File: config.mk
export PLATFORM = sky130hd
export DESIGN_NAME = ps2_frame_receiver
export DESIGN_NICKNAME = d
export VERILOG_FILES = /design/src/rtl/ps2_frame_receiver_pkg.sv /design/src/rtl/ps2_line_filter.sv /design/src/rtl/ps2_frame_receiver.sv
export SDC_FILE = /design/constraint.sdc
export NUM_CORES = 1
export LEC_CHECK = 0
export BUFFER_PORTS_ARGS = -buffer_cell sky130_fd_sc_hd__buf_2
export CORE_MARGIN = 3
export CORE_UTILIZATION = 50
export DETAILED_ROUTE_END_ITERATION = 8
export PLACE_DENSITY = 0.67
export SYNTH_ARGS = -nofsm -noshare
export SYNTH_HDL_FRONTEND = slang
export SYNTH_SLANG_ARGS = --single-unit
File: constraint.sdc
create_clock -name iCLK -period 2.3 [get_ports iCLK]
set_input_delay 0.23 -clock iCLK [delete_from_list [all_inputs] [get_ports iCLK]]
set_output_delay 0.23 -clock iCLK [all_outputs]
set_load 0.05 [all_outputs]
File: src/rtl/ps2_frame_receiver_pkg.sv
// Shared constants, FSM state encoding and parity helper for the PS/2 frame receiver.
package ps2_frame_receiver_pkg;

   localparam int unsigned FRAME_BITS = 11;
   localparam int unsigned DATA_BITS  = 8;
   localparam int unsigned BIT_CNT_W  = $clog2(DATA_BITS);
   localparam logic        START_BIT  = 1'b0;
   localparam logic        STOP_BIT   = 1'b1;

   typedef enum logic [1:0] {
      StIdle,
      StData,
      StParity,
      StStop
   } rx_state_e;

   // PS/2 uses odd parity across the data bits plus the parity bit.
   function automatic logic parity_ok(input logic [DATA_BITS-1:0] data, input logic parity);
      return ^{data, parity};
   endfunction

endpackage

File: src/rtl/ps2_line_filter.sv
// Two-flop synchronizer followed by a glitch filter that only changes level after
// FILTER_LEN consecutive samples at the opposite level.
module ps2_line_filter #(
   parameter int unsigned FILTER_LEN = 8
) (
   input  logic iCLK,
   input  logic Reset,
   input  logic line,
   output logic line_filt
);

   localparam int unsigned FLT_W = $clog2(FILTER_LEN + 1);
   localparam logic [FLT_W-1:0] CNT_MAX = FLT_W'(FILTER_LEN - 1);

   logic             meta_q, sync_q, filt_q;
   logic [FLT_W-1:0] cnt_q;

   always_ff @(posedge iCLK or posedge Reset) begin
      if (Reset) begin
         meta_q <= 1'b1;
         sync_q <= 1'b1;
         filt_q <= 1'b1;
         cnt_q  <= '0;
      end else begin
         meta_q <= line;
         sync_q <= meta_q;
         if (sync_q == filt_q) begin
            cnt_q <= '0;
         end else if (cnt_q == CNT_MAX) begin
            filt_q <= sync_q;
            cnt_q  <= '0;
         end else begin
            cnt_q <= cnt_q + FLT_W'(1);
         end
      end
   end

   assign line_filt = filt_q;

endmodule

File: src/rtl/ps2_frame_receiver.sv
// PS/2 keyboard frame receiver: filtered clock edge detection, frame FSM with
// timeout, and a small scan-code FIFO with overflow and error reporting.
module ps2_frame_receiver
   import ps2_frame_receiver_pkg::*;
#(
   parameter int unsigned FILTER_LEN     = 8,
   parameter int unsigned TIMEOUT_CYCLES = 100000,
   parameter int unsigned FIFO_DEPTH     = 4
) (
   input  logic       iCLK,
   input  logic       Reset,
   input  logic       PS2_KBCLK,
   input  logic       PS2_KBDAT,
   input  logic       read,
   output logic       scan_ready,
   output logic [7:0] scan_code,
   output logic       frame_err,
   output logic       overflow,
   output logic [7:0] err_count
);

   localparam int unsigned ADDR_W = $clog2(FIFO_DEPTH);
   localparam int unsigned PTR_W  = ADDR_W + 1;
   localparam int unsigned TMO_W  = $clog2(TIMEOUT_CYCLES + 1);
   localparam logic [TMO_W-1:0]     TMO_MAX = TMO_W'(TIMEOUT_CYCLES - 1);
   localparam logic [BIT_CNT_W-1:0] BIT_MAX = BIT_CNT_W'(DATA_BITS - 1);

   logic                 kbclk_filt, kbclk_prev_q, fall;
   logic                 dat_meta_q, dat_sync_q;
   rx_state_e            state_q, state_d;
   logic [BIT_CNT_W-1:0] bit_cnt_q, bit_cnt_d;
   logic [7:0]           shift_q, shift_d;
   logic                 parity_q, parity_d;
   logic [TMO_W-1:0]     tmo_q, tmo_d;
   logic                 push_q, push_d;
   logic [7:0]           push_data_q, push_data_d;
   logic                 frame_err_q, frame_err_d;
   logic                 overflow_q;
   logic [7:0]           err_count_q;

   logic [7:0]           mem [FIFO_DEPTH];
   logic [PTR_W-1:0]     wptr_q, rptr_q;
   logic                 empty, full, pop, wr_en;

   ps2_line_filter #(
      .FILTER_LEN (FILTER_LEN)
   ) u_clk_filter (
      .iCLK      (iCLK),
      .Reset     (Reset),
      .line      (PS2_KBCLK),
      .line_filt (kbclk_filt)
   );

   assign fall = kbclk_prev_q & ~kbclk_filt;

   always_comb begin
      state_d     = state_q;
      bit_cnt_d   = bit_cnt_q;
      shift_d     = shift_q;
      parity_d    = parity_q;
      push_d      = 1'b0;
      push_data_d = push_data_q;
      frame_err_d = 1'b0;
      if (state_q == StIdle || fall) tmo_d = '0;
      else                           tmo_d = tmo_q + TMO_W'(1);

      unique case (state_q)
         StIdle: begin
            if (fall && dat_sync_q == START_BIT) begin
               state_d   = StData;
               bit_cnt_d = '0;
            end
         end
         StData: begin
            if (fall) begin
               shift_d[bit_cnt_q] = dat_sync_q;
               if (bit_cnt_q == BIT_MAX) state_d = StParity;
               else                      bit_cnt_d = bit_cnt_q + BIT_CNT_W'(1);
            end
         end
         StParity: begin
            if (fall) begin
               parity_d = dat_sync_q;
               state_d  = StStop;
            end
         end
         StStop: begin
            if (fall) begin
               if (dat_sync_q == STOP_BIT && parity_ok(shift_q, parity_q)) begin
                  push_d      = 1'b1;
                  push_data_d = shift_q;
               end else begin
                  frame_err_d = 1'b1;
               end
               state_d = StIdle;
            end
         end
         default: state_d = StIdle;
      endcase

      // Stalled frame: abandon whatever was collected so far.
      if (state_q != StIdle && !fall && tmo_q == TMO_MAX) begin
         state_d     = StIdle;
         shift_d     = '0;
         tmo_d       = '0;
         frame_err_d = 1'b1;
      end
   end

   assign empty = (wptr_q == rptr_q);
   assign full  = (wptr_q[ADDR_W] != rptr_q[ADDR_W]) &&
                  (wptr_q[ADDR_W-1:0] == rptr_q[ADDR_W-1:0]);
   assign pop   = read & ~empty;
   assign wr_en = push_q & (~full | pop);

   always_ff @(posedge iCLK or posedge Reset) begin
      if (Reset) begin
         kbclk_prev_q <= 1'b1;
         dat_meta_q   <= 1'b1;
         dat_sync_q   <= 1'b1;
         state_q      <= StIdle;
         bit_cnt_q    <= '0;
         shift_q      <= '0;
         parity_q     <= 1'b0;
         tmo_q        <= '0;
         push_q       <= 1'b0;
         push_data_q  <= '0;
         frame_err_q  <= 1'b0;
         overflow_q   <= 1'b0;
         err_count_q  <= '0;
         wptr_q       <= '0;
         rptr_q       <= '0;
      end else begin
         kbclk_prev_q <= kbclk_filt;
         dat_meta_q   <= PS2_KBDAT;
         dat_sync_q   <= dat_meta_q;
         state_q      <= state_d;
         bit_cnt_q    <= bit_cnt_d;
         shift_q      <= shift_d;
         parity_q     <= parity_d;
         tmo_q        <= tmo_d;
         push_q       <= push_d;
         push_data_q  <= push_data_d;
         frame_err_q  <= frame_err_d;
         if (frame_err_d && err_count_q != 8'hFF) err_count_q <= err_count_q + 8'd1;
         if (push_q && full && !pop) overflow_q <= 1'b1;
         if (wr_en) wptr_q <= wptr_q + PTR_W'(1);
         if (pop)   rptr_q <= rptr_q + PTR_W'(1);
      end
   end

   always_ff @(posedge iCLK) begin
      if (wr_en) mem[wptr_q[ADDR_W-1:0]] <= push_data_q;
   end

   assign scan_ready = ~empty;
   assign scan_code  = empty ? 8'h00 : mem[rptr_q[ADDR_W-1:0]];
   assign frame_err  = frame_err_q;
   assign overflow   = overflow_q;
   assign err_count  = err_count_q;

endmodule

==> out/qor_table.md <==
| Result | Reported |
|:---|:---|
| Outcome | finished clean |
| CTS Sinks | 98 |
| Overall via count from detail_route | 2533 |
| Worst slack after detailed placement | 0.140 ns |
| CP Cell Sequence | xnor2_1, xnor3_1, xnor2_2, nand3_1, nand2_2, mux2_4 |
| Buffers plus inverters on the worst setup path | 0 |
| Worst hold path startpoint | read |
| Max-cap violations | 0 |
| Via density per instance | 5.14 |
| Kind of critical path | reg -> reg |
| Number of filler cells placed in the layout | 694 |
| Number of synthesized flops with an enable pin | 32 |
| Largest net degree at the start of global routing | 41 |
| Highest ir drop seen on vdd | 0.484 mV |
| Worst Path Arrival | 2.40 ns |
| Post-layout instance area | 4940 sq um |
| RSZ-0062 raised after global routing | no |
| Number of detailed-routing iterations run before antenna repair | 4 |
| Sum Neg Setup Slack | 0 ns |
| WHS Endpoint | rptr_q[2]$_DFFE_PP0P_ |
| Total met2 wirelength after detailed routing | 3520 microns |
| Summed instance area of the synthesized netlist | 4410 sq um |
| Post-synth net total | 362 |
| Library cell used as clock root buffer | clkbuf_8 |
| Final Net Count | 402 |
| Number of buffers created by CTS | 9 |
| Routed length on met1 | 3310 microns |
| Measured slew at the worst slew-check pin | 0.938 ns |
| Number of distinct library cells after synthesis | 42 |
| Clk_lat worst skew | 0.37 ns |
| Hold Crit Depth | 3 |
| Post-DR wirelength/cell | 14.5 microns |
| Share of final-layout standard cells stronger than drive strength 1 | 23.2% |
| Final Wtd Congestion | 0.801 |
| Clock-pin slew reported for the worst setup and hold paths after clock tree synthesis | 0.11 ns |
| Number of storage elements in the synthesis netlist | 98 |
| Critical path's slowest cell | xnor3_1 |
| Pleak | 2.28 nW |
| Via count of the first global-routing pass | 2572 |
| Start of the worst register-to-register path | shift_q[0]$_DFFE_PP0P_ |
| Cell count after synthesis | 343 |
| Fraction of synthesis flops using an asynchronous set or reset pin | 67.3% |
| Number of warnings printed during yosys synthesis | 0 |
| Share of the clock period used by the worst path | 93.5% |
| Count of final setup violators | 0 |
| Count of H-tree levels built during CTS | 3 |
| Wire length of the first global-routing pass | 12500 microns |
| Aggregate global routing overflow | 0 |
| Nature of the critical path startpoint | register |
| Worst r2r dst | err_count[1]$_DFFE_PP0P_ |
| Worst endpoint required time | 2.55 ns |
| Placed Area | 4700 sq um |
| Syn_area_per_cell | 12.8 sq um |
| Remaining antenna violation count after routing | 0 |
| Sort of element at the end of the critical path | register |
| Layout Skew | 0.0140 ns |
| Number of buffers inserted by port buffering | 23 |
| Detailed-route DRC error count | 0 |
| Main flop type after synthesis | dfrtp_1 |
| Horizontal die dimension | 99.9 microns |
| R2r worst-path depth | 6 |
| CTS tree | built |
| Placed wire-length estimate after detailed placement | 4950 microns |
| Sum of met3 wire segment lengths after detailed routing | 230 microns |
| Number of buffers on the longest clock path | 2 |
| Initial cell density of the core | 52.6% |
| Setup slack after layout | 0.149 ns |
| Min-Delay Path Class | in -> reg |
| Die outline height | 99.9 microns |
| Area grow syn2layout | 12.2% |
| Max Fanout on Critical Path | 7 |
| Pwr dens | 913 nW/um^2 |
| Number of placed I/O pins | 24 |
| Count of final max-slew check failures | 0 |
| Total inserted antenna cells | 0 |
| Dominant delay contributor by cell family on the critical path | XOR/XNOR gates |
| Worst stage delay on the critical path | 0.45 ns |
| Seq/Total Area, Yosys | 59.5% |
| Initial antenna violation count | 0 |
| Highest routing layer actually used | met4 |
| Post-cts gate resize count | 0 |
| Number of core rows | 33 |
| Hold Vio Cnt, Final | 0 |
| Achievable Freq | 465 MHz |
| Setup slack of the worst register-to-register path | 0.15 ns |
| Min Clock Period, post-route | 2.15 ns |
| Sum of routed wire length over all layers | 7160 microns |
| Aggregate global-route resource usage | 16.1% |
| Die area | 9980 sq um |
| Total core area | 8380 sq um |
| Starting DRC count in detailed routing | 82 |
| Max-slew headroom at the worst pin | 37.2% |
## power breakdown
part           leakage (nW)  internal, mW  switching (mW)  total [mW]
registers              1.22          1.95           0.139        2.09
clock network        0.0959         0.425           0.652        1.08
logic                 0.956         0.534           0.814        1.35
total                  2.28          2.91            1.60        4.51
## cell families after synthesis
group | after synthesis | synth area share, %
buffers and inverters | 24 | 2.10
XOR/XNOR | 37 | 7.84
flip-flops | 98 | 59.5
adder cells (fa/ha/maj) | 14 | 3.98
AO/OA/AOI/OAI | 15 | 2.53
AND/OR/NAND/NOR | 125 | 14.6
multiplexers | 30 | 9.54
## state kept, by name, indices dropped and copies added (netlist names), 2 cells and up
| register | cells |
|---|---|
| bit_cnt_q | 3 |
| push_data_q | 8 |
| wptr_q | 3 |
| state_q | 2 |
| tmo_q | 17 |
| err_count | 8 |
| rptr_q | 3 |
| shift_q | 8 |
| mem | 32 |
| u_clk_filter.cnt_q | 4 |
## layout by cell type, fill, tap and decap left out, types with 2 or more instances in the layout
cell type,instances
buf_4,11
nand4_1,3
and2_1,2
dlygate4sd3_1,3
a31oi_1,2
ha_1,14
inv_1,14
and3_1,8
buf_2,23
mux2_2,12
nor2b_1,11
nor3_1,11
nand2_1,16
inv_6,4
mux2i_1,9
clkbuf_8,9
nor2_1,40
edfxtp_1,32
dfstp_2,6
dfrtp_1,60
nand2b_1,2
mux4_2,8
a21oi_1,2
xor2_1,11
nand3_1,22
xnor2_1,24
o21ai_0,6
## cell usage after synthesis (2+ instances only)
library cell | n | area (sq um)
mux4_2 | 8 | 180
nor2_1 | 40 | 150
mux2_2 | 12 | 135
clkbuf_1 | 7 | 26.3
edfxtp_1 | 32 | 961
ha_1 | 14 | 175
inv_1 | 15 | 56.3
mux2i_1 | 9 | 90.1
nand2b_1 | 2 | 12.5
xnor2_1 | 24 | 210
and2_1 | 2 | 12.5
nand4_1 | 3 | 18.8
nand2_1 | 16 | 60.1
dfstp_2 | 6 | 158
nand3_1 | 22 | 110
buf_2 | 2 | 10.0
a21oi_1 | 2 | 10.0
xor2_1 | 11 | 96.3
and3_1 | 8 | 50.1
nor2b_1 | 11 | 68.8
a31oi_1 | 2 | 12.5
o21ai_0 | 6 | 30.0
nor3_1 | 11 | 55.1
dfrtp_1 | 60 | 1500
## what timing repair did
item | in CTS | in global routing
setup endpoints to repair | 0 | 1
setup buffers | 0 | 2
hold endpoints to repair | 8 | 0
hold buffers | 3 | 0
## worst max-delay path by stage
| stage | from | to | depth (start not counted) |
|---|---|---|---|
| 2_1_floorplan | rptr_q[1]$_DFFE_PP0P_ | rptr_q[1]$_DFFE_PP0P_ | 7 |
| 3_3_place_gp | wptr_q[0]$_DFFE_PP0N_ | mem[3][6]$_DFFE_PP_ | 5 |
| 3_5_place_dp | state_q[0]$_DFFE_PP0P_ | err_count[1]$_DFFE_PP0P_ | 8 |
| 4_1_cts | state_q[0]$_DFFE_PP0P_ | err_count[1]$_DFFE_PP0P_ | 8 |
| 5_1_grt | state_q[0]$_DFFE_PP0P_ | err_count[1]$_DFFE_PP0P_ | 8 |
| 6_report | shift_q[0]$_DFFE_PP0P_ | err_count[1]$_DFFE_PP0P_ | 6 |
## area by class of cell
cell class	instances	area, sq um	share of cell area, %
Clock buffer	9	124	2.51
Tap cell	105	131	2.66
Multi-Input combinational cell	221	1690	34.3
Inverter	15	56.3	1.14
Sequential cell	98	2620	53.0
Clock inverter	7	70.1	1.42
Timing Repair Buffer	38	248	5.01
## per-layer routing
layer  vias up  global-route usage (%)
met5         -                       0
met4         0                    5.36
met3         7                    4.31
met2        30                    26.1
met1      1227                    21.1
li1       1269                       -
## metrics by stage
stage	power (mW)	utilization (%)	hold slack [ns]	instances
2_1_floorplan	3.17	-	0.234	343
6_report	4.51	59.0	0.177	493
3_5_place_dp	3.49	56.1	0.143	472
5_1_grt	4.80	59.0	0.176	493
3_3_place_gp	3.45	56.1	0.139	472
4_1_cts	4.57	58.8	0.166	491
## worst register-to-register path, cell delays in order (launching register included)
cell	delay [ns]
dfrtp_1	0.43
xnor2_1	0.16
xnor3_1	0.45
xnor2_2	0.24
nand3_1	0.27
nand2_2	0.18
mux2_4	0.30
Power figures use the tool's default switching activity.
